[src/rtl/i2s_pkg.sv]
// Shared I2S types: receiver FSM states, channel tags and the default sample width.
package i2s_pkg;
  typedef enum logic [1:0] {ALIGN, DELAY, SHIFT, PAD} i2s_rx_state_t;
  typedef enum logic {CH_LEFT, CH_RIGHT} i2s_ch_t;
  localparam int I2S_DW_DEFAULT = 24;
endpackage

[src/rtl/i2s_edge_det.sv]
// Edge detector for one I2S control line; optional 2-flop synchronizer when I2S_RX_SYNC_EN is defined.
module i2s_edge_det (
  input  logic clk,
  input  logic rst,
  input  logic din,
  output logic rise,
  output logic fall
);
  logic lvl;
  logic prev_q, prev_d;

`ifdef I2S_RX_SYNC_EN
  logic [1:0] sync_q, sync_d;
  always_comb sync_d = {sync_q[0], din};
  always_ff @(posedge clk) begin
    if (!rst) sync_q <= '0;
    else      sync_q <= sync_d;
  end
  assign lvl = sync_q[1];
`else
  assign lvl = din;
`endif

  always_comb prev_d = lvl;
  always_ff @(posedge clk) begin
    if (!rst) prev_q <= 1'b0;
    else      prev_q <= prev_d;
  end

  assign rise = lvl & ~prev_q;
  assign fall = ~lvl & prev_q;
endmodule

[src/rtl/i2s_rx.sv]
// I2S receiver: oversamples sclk/lrclk/sdata in the clk domain and emits {left,right} frames on valid/ready.
// Define I2S_RX_SYNC_EN to add 2-flop input synchronizers for an asynchronous codec clock.
module i2s_rx
  import i2s_pkg::*;
#(
  parameter int DW       = I2S_DW_DEFAULT,
  parameter int MIN_SCLK = 2
) (
  input  logic            clk,
  input  logic            rst,
  input  logic            sclk,
  input  logic            lrclk,
  input  logic            sdata,
  output logic [2*DW-1:0] m_tdata,
  output logic            m_tvalid,
  input  logic            m_tready,
  output logic            overrun,
  output logic            short_err
);
  localparam int CW = $clog2(DW + 1);

  logic sclk_rise, sclk_fall, lr_rise, lr_fall, lr_edge, sdata_s;

  i2s_edge_det u_sclk_det (.clk(clk), .rst(rst), .din(sclk),  .rise(sclk_rise), .fall(sclk_fall));
  i2s_edge_det u_lr_det   (.clk(clk), .rst(rst), .din(lrclk), .rise(lr_rise),   .fall(lr_fall));

  // sdata is delayed exactly like the clocks so bits stay aligned with sclk_rise.
`ifdef I2S_RX_SYNC_EN
  logic [1:0] sdata_sync_q, sdata_sync_d;
  always_comb sdata_sync_d = {sdata_sync_q[0], sdata};
  always_ff @(posedge clk) begin
    if (!rst) sdata_sync_q <= '0;
    else      sdata_sync_q <= sdata_sync_d;
  end
  assign sdata_s = sdata_sync_q[1];
`else
  assign sdata_s = sdata;
`endif

  assign lr_edge = lr_rise | lr_fall;

  i2s_rx_state_t   state_q, state_d;
  logic [DW-1:0]   shreg_q, shreg_d, left_q, left_d, closed_word;
  logic [CW-1:0]   bitcnt_q, bitcnt_d;
  logic [2*DW-1:0] frame_q, frame_d, tdata_q, tdata_d;
  logic            fvld_q, fvld_d, tvalid_q, tvalid_d;
  logic            ovr_q, ovr_d, short_q, short_d;
  i2s_ch_t         close_ch;

  // Partial words are left-justified so a short slot reads as a truncated sample.
  assign closed_word = shreg_q << (CW'(DW) - bitcnt_q);
  assign close_ch    = lr_fall ? CH_RIGHT : CH_LEFT;

  always_comb begin
    state_d  = state_q;
    shreg_d  = shreg_q;
    bitcnt_d = bitcnt_q;
    left_d   = left_q;
    frame_d  = frame_q;
    fvld_d   = 1'b0;
    short_d  = 1'b0;
    if (state_q == ALIGN) begin
      if (lr_fall) begin
        state_d  = sclk_rise ? SHIFT : DELAY;
        shreg_d  = '0;
        bitcnt_d = '0;
      end
    end else if (lr_edge) begin
      // A coincident sclk_rise is the delay bit of the new slot.
      short_d = (bitcnt_q < CW'(DW));
      if (close_ch == CH_LEFT) begin
        left_d = closed_word;
      end else begin
        frame_d = {left_q, closed_word};
        fvld_d  = 1'b1;
      end
      state_d  = sclk_rise ? SHIFT : DELAY;
      shreg_d  = '0;
      bitcnt_d = '0;
    end else if (sclk_rise) begin
      case (state_q)
        DELAY: state_d = SHIFT;
        SHIFT: begin
          if (bitcnt_q != CW'(DW)) begin
            shreg_d  = {shreg_q[DW-2:0], sdata_s};
            bitcnt_d = bitcnt_q + 1'b1;
          end
          if (bitcnt_q >= CW'(DW - 1)) state_d = PAD;
        end
        default: state_d = state_q;
      endcase
    end
  end

  always_comb begin
    tdata_d  = tdata_q;
    tvalid_d = tvalid_q;
    ovr_d    = 1'b0;
    if (tvalid_q && m_tready) tvalid_d = 1'b0;
    if (fvld_q) begin
      if (!tvalid_q || m_tready) begin
        tdata_d  = frame_q;
        tvalid_d = 1'b1;
      end else begin
        ovr_d = 1'b1;
      end
    end
  end

  always_ff @(posedge clk) begin
    if (!rst) begin
      state_q  <= ALIGN;
      shreg_q  <= '0;
      bitcnt_q <= '0;
      left_q   <= '0;
      frame_q  <= '0;
      fvld_q   <= 1'b0;
      short_q  <= 1'b0;
      tdata_q  <= '0;
      tvalid_q <= 1'b0;
      ovr_q    <= 1'b0;
    end else begin
      state_q  <= state_d;
      shreg_q  <= shreg_d;
      bitcnt_q <= bitcnt_d;
      left_q   <= left_d;
      frame_q  <= frame_d;
      fvld_q   <= fvld_d;
      short_q  <= short_d;
      tdata_q  <= tdata_d;
      tvalid_q <= tvalid_d;
      ovr_q    <= ovr_d;
    end
  end

  assign m_tdata   = tdata_q;
  assign m_tvalid  = tvalid_q;
  assign overrun   = ovr_q;
  assign short_err = short_q;

  // Cycles since the last sclk edge, saturating; only feeds the half-period check.
  logic [7:0] gap_q, gap_d;
  always_comb begin
    gap_d = gap_q;
    if (sclk_rise || sclk_fall) gap_d = '0;
    else if (gap_q != 8'hFF)    gap_d = gap_q + 8'd1;
  end
  always_ff @(posedge clk) begin
    if (!rst) gap_q <= 8'hFF;
    else      gap_q <= gap_d;
  end

  a_sclk_half: assert property (@(posedge clk) disable iff (!rst)
    (sclk_rise || sclk_fall) |-> (int'(gap_q) >= MIN_SCLK - 1));
endmodule

[config.mk]
export PLATFORM = sky130hd
export DESIGN_NAME = i2s_rx
export DESIGN_NICKNAME = d
export VERILOG_FILES = /design/src/rtl/i2s_pkg.sv /design/src/rtl/i2s_edge_det.sv /design/src/rtl/i2s_rx.sv
export SDC_FILE = /design/constraint.sdc
export NUM_CORES = 1
export LEC_CHECK = 0
export ABC_AREA = 0
export BUFFER_PORTS_ARGS = -buffer_cell sky130_fd_sc_hd__buf_2
export CAP_MARGIN = 20
export CORE_UTILIZATION = 50
export DETAILED_ROUTE_END_ITERATION = 8
export MAX_ROUTING_LAYER = met4
export PLACE_DENSITY = 0.8
export RECOVER_POWER = 50
export SLEW_MARGIN = 20
export SYNTH_ARGS = -nofsm -noshare
export SYNTH_HDL_FRONTEND = slang
export SYNTH_SLANG_ARGS = --single-unit
[constraint.sdc]
create_clock -name clk -period 3.8 [get_ports clk]
set_clock_uncertainty 0.2 [all_clocks]
set_input_delay 0.38 -clock clk [delete_from_list [all_inputs] [get_ports clk]]
set_output_delay 0.38 -clock clk [all_outputs]
set_load 0.01 [all_outputs]
; After elaboration in Yosys (flattened, before gate mapping)
; Cells that the tools add are included.
[classes]
reduce_logical = 15
bitwise_logic = 11
shift = 1
add_sub_neg = 2
n_mul = 0
n_lt_le_gt_ge = 2
n_mux = 25
n_div = 0
n_eq_ne = 5
[ops]
columns = op, count
row1 = 2-to-1 mux 24 bit, 6
row2 = 2-to-1 mux 5 bit, 6
row3 = << shifter 24 x 5 -> 24 bit, 1
row4 = 2-to-1 mux 2 bit, 6
row5 = nonzero test 3 bit, 3
row6 = AND reduction 4 bit, 2
row7 = inverter 1 bit, 7
row8 = 2-to-1 mux 1 bit, 6
row9 = AND reduction 3 bit, 2
row10 = "adder 5 x 1 -> 5 bit, second input constant", 1
row11 = ">= comparator 5 bit, second input constant", 1
row12 = "less-than comparator 5 bit, second input constant", 1
row13 = "!= test 5 bit, second input constant", 1
row14 = "subtractor 5 bit, first input constant", 1
row15 = "!= test 4 bit, second input constant", 1
row16 = one-hot mux 2 bit (2 select lines), 1
row17 = AND reduction 2 bit, 2
row18 = nonzero test 4 bit, 1
row19 = bitwise AND 1 bit, 3
row20 = OR reduction 3 bit, 1
row21 = "== test 2 x 1 -> 1 bit, second input constant", 1
row22 = "== test 2 bit, second input constant", 1
row23 = logical NOT 2 bit, 1
row24 = "!= test 2 bit, second input constant", 1
row25 = other kinds (4), 4
[totals]
input_bits = 6
latch_bits = 0
ram_bits = 0
romBits = 0
ff_bits = 157
n_memories = 0
output_inout_bits = 51

; Depth between registers and ports, before layout
[depth]
word_depth = 6
ltp_mapped = 13

; Modules after synthesis
; A second synthesis with hierarchy kept.
[unflattened]
hier_cells = 819
hier_area_um2 = 7278.2
[by_module_without_submodules]
columns = module, instances, area_per_inst_um2, cells_per_inst
row1 = i2s_rx, 1, 7200.7, 811
row2 = i2s_edge_det, 2, 38.8, 4

; Least setup slack after synthesis
; No wires, ideal clock.
[synth_timing]
kind = reg2reg
from = register bitcnt_q[0]
to = register left_q[23]
path_buffers = 5
required_time_ns = 3.467
stages_incl_launch_ff = 13
period_less_slack_ns = 2.790
arrival_time_ns = 2.457
setup_slack_ns = 1.010
cell_sequence = dfxtp_1 > buf_6 > buf_6 > buf_6 > inv_1 > ha_1 > buf_2 > buf_2 > mux4_2 > mux2i_1 > a21oi_1 > a221oi_1 > a21oi_1
[synth_via]
elab_chain_len = 2
[synth_rtl]
columns = item, line_no
row1 = start: declaration, i2s_rx.sv:44  ; logic [CW-1:0] bitcnt_q, bitcnt_d;
row2 = start signal: assignment, i2s_rx.sv:125  ; bitcnt_q <= bitcnt_d;
row3 = subtractor 5 bit, i2s_rx.sv:51  ; assign closed_word = shreg_q << (CW'(DW) - bitcnt_q);
row4 = << shifter 24 x 5 -> 24 bit, i2s_rx.sv:51
row5 = end signal: assignment, i2s_rx.sv:126  ; left_q <= left_d;
row6 = end: declaration, i2s_rx.sv:43  ; logic [DW-1:0] shreg_q, shreg_d, left_q, left_d, closed_word;
; Every way passes these cells.
; A chain may end at the register's enable or synchronous reset.

; Worst setup path after layout
[layout_timing]
from = register bitcnt_q[1]
to = register frame_q[23]
[layout_via]
elab_chain_len = 2
[layout_rtl]
columns = item, line_no
row1 = subtractor 5 bit, i2s_rx.sv:51
row2 = << shifter 24 x 5 -> 24 bit, i2s_rx.sv:51
row3 = end signal: assignment, i2s_rx.sv:127  ; frame_q <= frame_d;
row4 = end: declaration, i2s_rx.sv:45  ; logic [2*DW-1:0] frame_q, frame_d, tdata_q, tdata_d;
; Every way passes these cells.

==> reports/summary.txt <==
Complex-gate fraction of the synthesized area = 18.7%
Yosys reg bits = 157
Min cycle time layout = 3.15 ns
Post-synthesis cell count = 809
DRT iter0 DRCs = 464
ANT cells = 0
Hold Fails Final Rpt = 0
Asr flop ratio synth = 0%
Post-synthesis mux area share = 9.85%
Crit-path slowest cell = ha_1
DIE WIDTH = 119 um
Worst skew pair latency = 0.43 ns
Fillers = 1,222
Peak VDD IR = 269 uV
FMAX = 317 MHz
CTS Hold Buffers Added = 2
Starting Density = 51.6%
RePlAce Congestion = 0.955
Finished layout cell area = 7760 sq um
Setup TNS Final = 0 ns
Io pins = 57
Initial antenna violation count = 0
Comb power frac = 11.2%
Setup violations, final = 0
Die Y-Extent = 119 um
Xor-xnor portion of the synthesized cell area = 0.854%
Int Power = 2.85 mW
Period utilization = 83.0%
ANT nets after route = 0
H-tree depth = 4
EDFF count, synth = 0
Clock power share = 44.2%
Root buf cell = clkbuf_16
Total CTS buffers = 17
Sink Count = 157
Critical Path RT = 3.89 ns
Syn. warnings = 0
Cell family with most CP delay = adder cells
Critical Path Sink Type = flip-flop
Netlist Area Pre-Place = 6890 sq um
P&R area growth vs syn = 12.7%
First-pass GRT wire length = 27.0 mm
Yosys cell types = 53
Nets = 847
Startpoint type of the worst setup path = flip-flop
Failing checks = capacitance limit, slew limit
Synth top area cells = dfxtp_1 (46%), nand2_1 (11%), a21oi_1 (8.8%)
CP max stage delay = 0.68 ns
Area of placed instances = 7200 sq um
Post-CTS setup buffer count = 0
CTS tree = yes
Adder-cell share of the synthesized area = 0.909%
Final Max Tran Viols = 123
Cells along the critical path = inv_1 > ha_1 > buf_4 > mux4_2 > nand2_1 > nand2_1 > a221oi_1 > a21oi_1
Synth Area in Simple Gates = 19.3%
Final WL = 16.6 mm
Sequential fraction of design power = 44.6%
Remaining DRCs = 0
Clock transition at the registers of the reported paths = 0.06 ns
Outcome = finished with violations
Share of layout cells above drive strength 1 = 10.1%
# rows = 42
Static Leak = 2.65 nW
Post-DP HPWL = 11.2 mm
Via count = 5,872
Worst min path class = input port to flip-flop
Worst Tran Pin Value = 1.63 ns
Port Buffers = 56
Largest family of logic cells by synthesized area = simple AND/OR/NAND/NOR gates
Crit Path Class = flip-flop to flip-flop
Total core area = 13,300 sq um
Seq/Total Area, Yosys = 45.6%
GRT Util Overall = 24.7%
Worst path bufs/invs = 2
Critical Path AT = 3.24 ns
Vias in the first global route = 5,242
Resized cells post-CTS = 0
Most frequent CP cell = nand2_1
Max-cap violation count = 2
Clk buf depth = 2
Reg2reg setup slack = 0.65 ns
TritonRoute pass-1 iters = 5
Grt ovf = 0
Mapped Nets = 820
Top cell type by total area after synthesis = dfxtp_1
Post-synth top flop = dfxtp_1
RSZ-0062 raised after global routing = no
Vias per std cell = 5.73
Crit-path max FO = 17
Largest net degree at the start of global routing = 85
Slew headroom = -8.78%
Switch Pwr = 1.10 mW
Switching share of total power = 27.8%
Yosys top cell area share = 45.6%
Power Dens Cells = 509 nW/um^2
Die footprint = 14,200 sq um
Routed len/inst = 16.2 um
Synthesized area per cell = 8.51 sq um
tightest hold or removal path: cells and delay by family:
family          cells  cell delay (ns)
simple gates        1             0.08
compound gates      1             0.06
buf+inv             1             0.07
logic make-up (layout without fill, tap and decap cells):
| logic type | count (synthesis) | count (layout) |
|---|---|---|
| flops | 157 | 157 |
| buf+inv | 72 | 112 |
| compound gates | 217 | 217 |
| fa+ha+maj | 5 | 5 |
| mux | 40 | 40 |
| xor+xnor | 5 | 5 |
| simple gates | 313 | 313 |
cell usage after synthesis, drive strengths merged, types with 6 or more instances:
| master | n |
|---|---|
| nor2b | 6 |
| and2 | 7 |
| inv | 8 |
| mux2i | 16 |
| a22oi | 26 |
| buf | 25 |
| dfxtp | 157 |
| mux4 | 22 |
| a21o | 8 |
| and3 | 6 |
| a31oi | 6 |
| nand2 | 200 |
| nand3 | 12 |
| a21oi | 121 |
| o21ai | 29 |
| clkbuf | 39 |
| nor2 | 53 |
| nor3 | 9 |
path summary, 6_finish.rpt:
check | startpoint | cells after the start | end
max reg2reg | bitcnt_q[1] | 8 | frame_q[23]
max | bitcnt_q[1] | 8 | frame_q[23]
min | sdata | 3 | shreg_q[0]
min reg2reg | left_q[3] | 2 | frame_q[27]
metrics by stage:
| stage | power, mW | util [%] | setup WS, ns | hold slack, ns | cells |
|---|---|---|---|---|---|
| after floorplan | 2.14 | - | 1.01 | 0.227 | 809 |
| after global placement | 2.23 | 54.0 | 0.764 | 0.236 | 991 |
| after detailed placement | 2.23 | 54.0 | 0.698 | 0.243 | 991 |
| after CTS | 3.97 | 58.7 | 0.688 | 0.00113 | 1025 |
| after global routing | 4.11 | 58.1 | 0.393 | 0.0373 | 1025 |
| final | 3.95 | 58.1 | 0.646 | 0.0133 | 1025 |
cells in the final DEF, fill, tap and decap left out, types with 2 or more instances in the layout:
| cell type | Yosys | layout |
|---|---|---|
| buf_4 | 3 | 12 |
| xnor2_1 | 2 | 2 |
| dlygate4sd3_1 | 0 | 2 |
| bufinv_16 | 0 | 2 |
| inv_8 | 0 | 3 |
| o41ai_1 | 2 | 2 |
| nand2b_1 | 4 | 4 |
| mux2_2 | 2 | 2 |
| mux4_2 | 22 | 22 |
| a211oi_1 | 4 | 4 |
| nand4_1 | 5 | 5 |
| nand2_1 | 200 | 200 |
| a22oi_1 | 26 | 26 |
| a21o_1 | 8 | 8 |
| inv_6 | 0 | 6 |
| or3_1 | 4 | 4 |
| ha_1 | 5 | 5 |
| clkbuf_1 | 39 | 53 |
| nor2b_1 | 6 | 5 |
| clkbuf_16 | 0 | 17 |
| o21ai_0 | 29 | 29 |
| mux2i_1 | 16 | 16 |
| buf_2 | 14 | 4 |
| inv_1 | 8 | 7 |
| a31oi_1 | 6 | 6 |
| a41oi_1 | 3 | 3 |
| dfxtp_1 | 157 | 156 |
| and2_1 | 7 | 7 |
| nor3_1 | 9 | 8 |
| a21oi_1 | 121 | 121 |
| and3_1 | 6 | 6 |
| a221oi_1 | 4 | 4 |
| nand3_1 | 12 | 12 |
| or4_1 | 2 | 2 |
| a2bb2oi_1 | 3 | 3 |
| nor2_1 | 52 | 52 |
state kept, by name, summed over array words and instances, names as in the netlist:
register and flops:
short_err 1, overrun 1, u_lr_det.prev_q 1, u_sclk_det.prev_q 1, shreg_q 24, left_q 24, m_tdata 48, fvld_q 1
frame_q 48, m_tvalid 1, state_q 2, bitcnt_q 5
layer usage:
metal	wire length, um	part of all wire (%)	vias up	track usage, %
met4	344	2.1	0	8.67
li1	-	-	2871	-
met1	7500	45	2783	32.1
met2	7770	47	192	37.8
met3	945	5.7	26	5.65
met5	0	0	-	-
power by group through the flow:
stage	clock network (mW)	logic, mW	registers [mW]
finish	1.75	0.442	1.76
global route	1.85	0.497	1.77
CTS	1.77	0.439	1.76
detailed placement	0	0.437	1.80
global placement	0	0.435	1.80
floorplan	0	0.361	1.78
cell type report:
cell class              instances  area, sq um  share of cell area, %
clock buffers                  18          439                   5.66
clock inverters                14          168                   2.16
repair buffers                 72          334                   4.31
well taps                     176          220                   2.84
inverters                       8         31.3                  0.403
multi-input cells             580         3420                   44.1
flip-flops and latches        157         3140                   40.5
No activity file was read; power rests on OpenSTA's default activity.
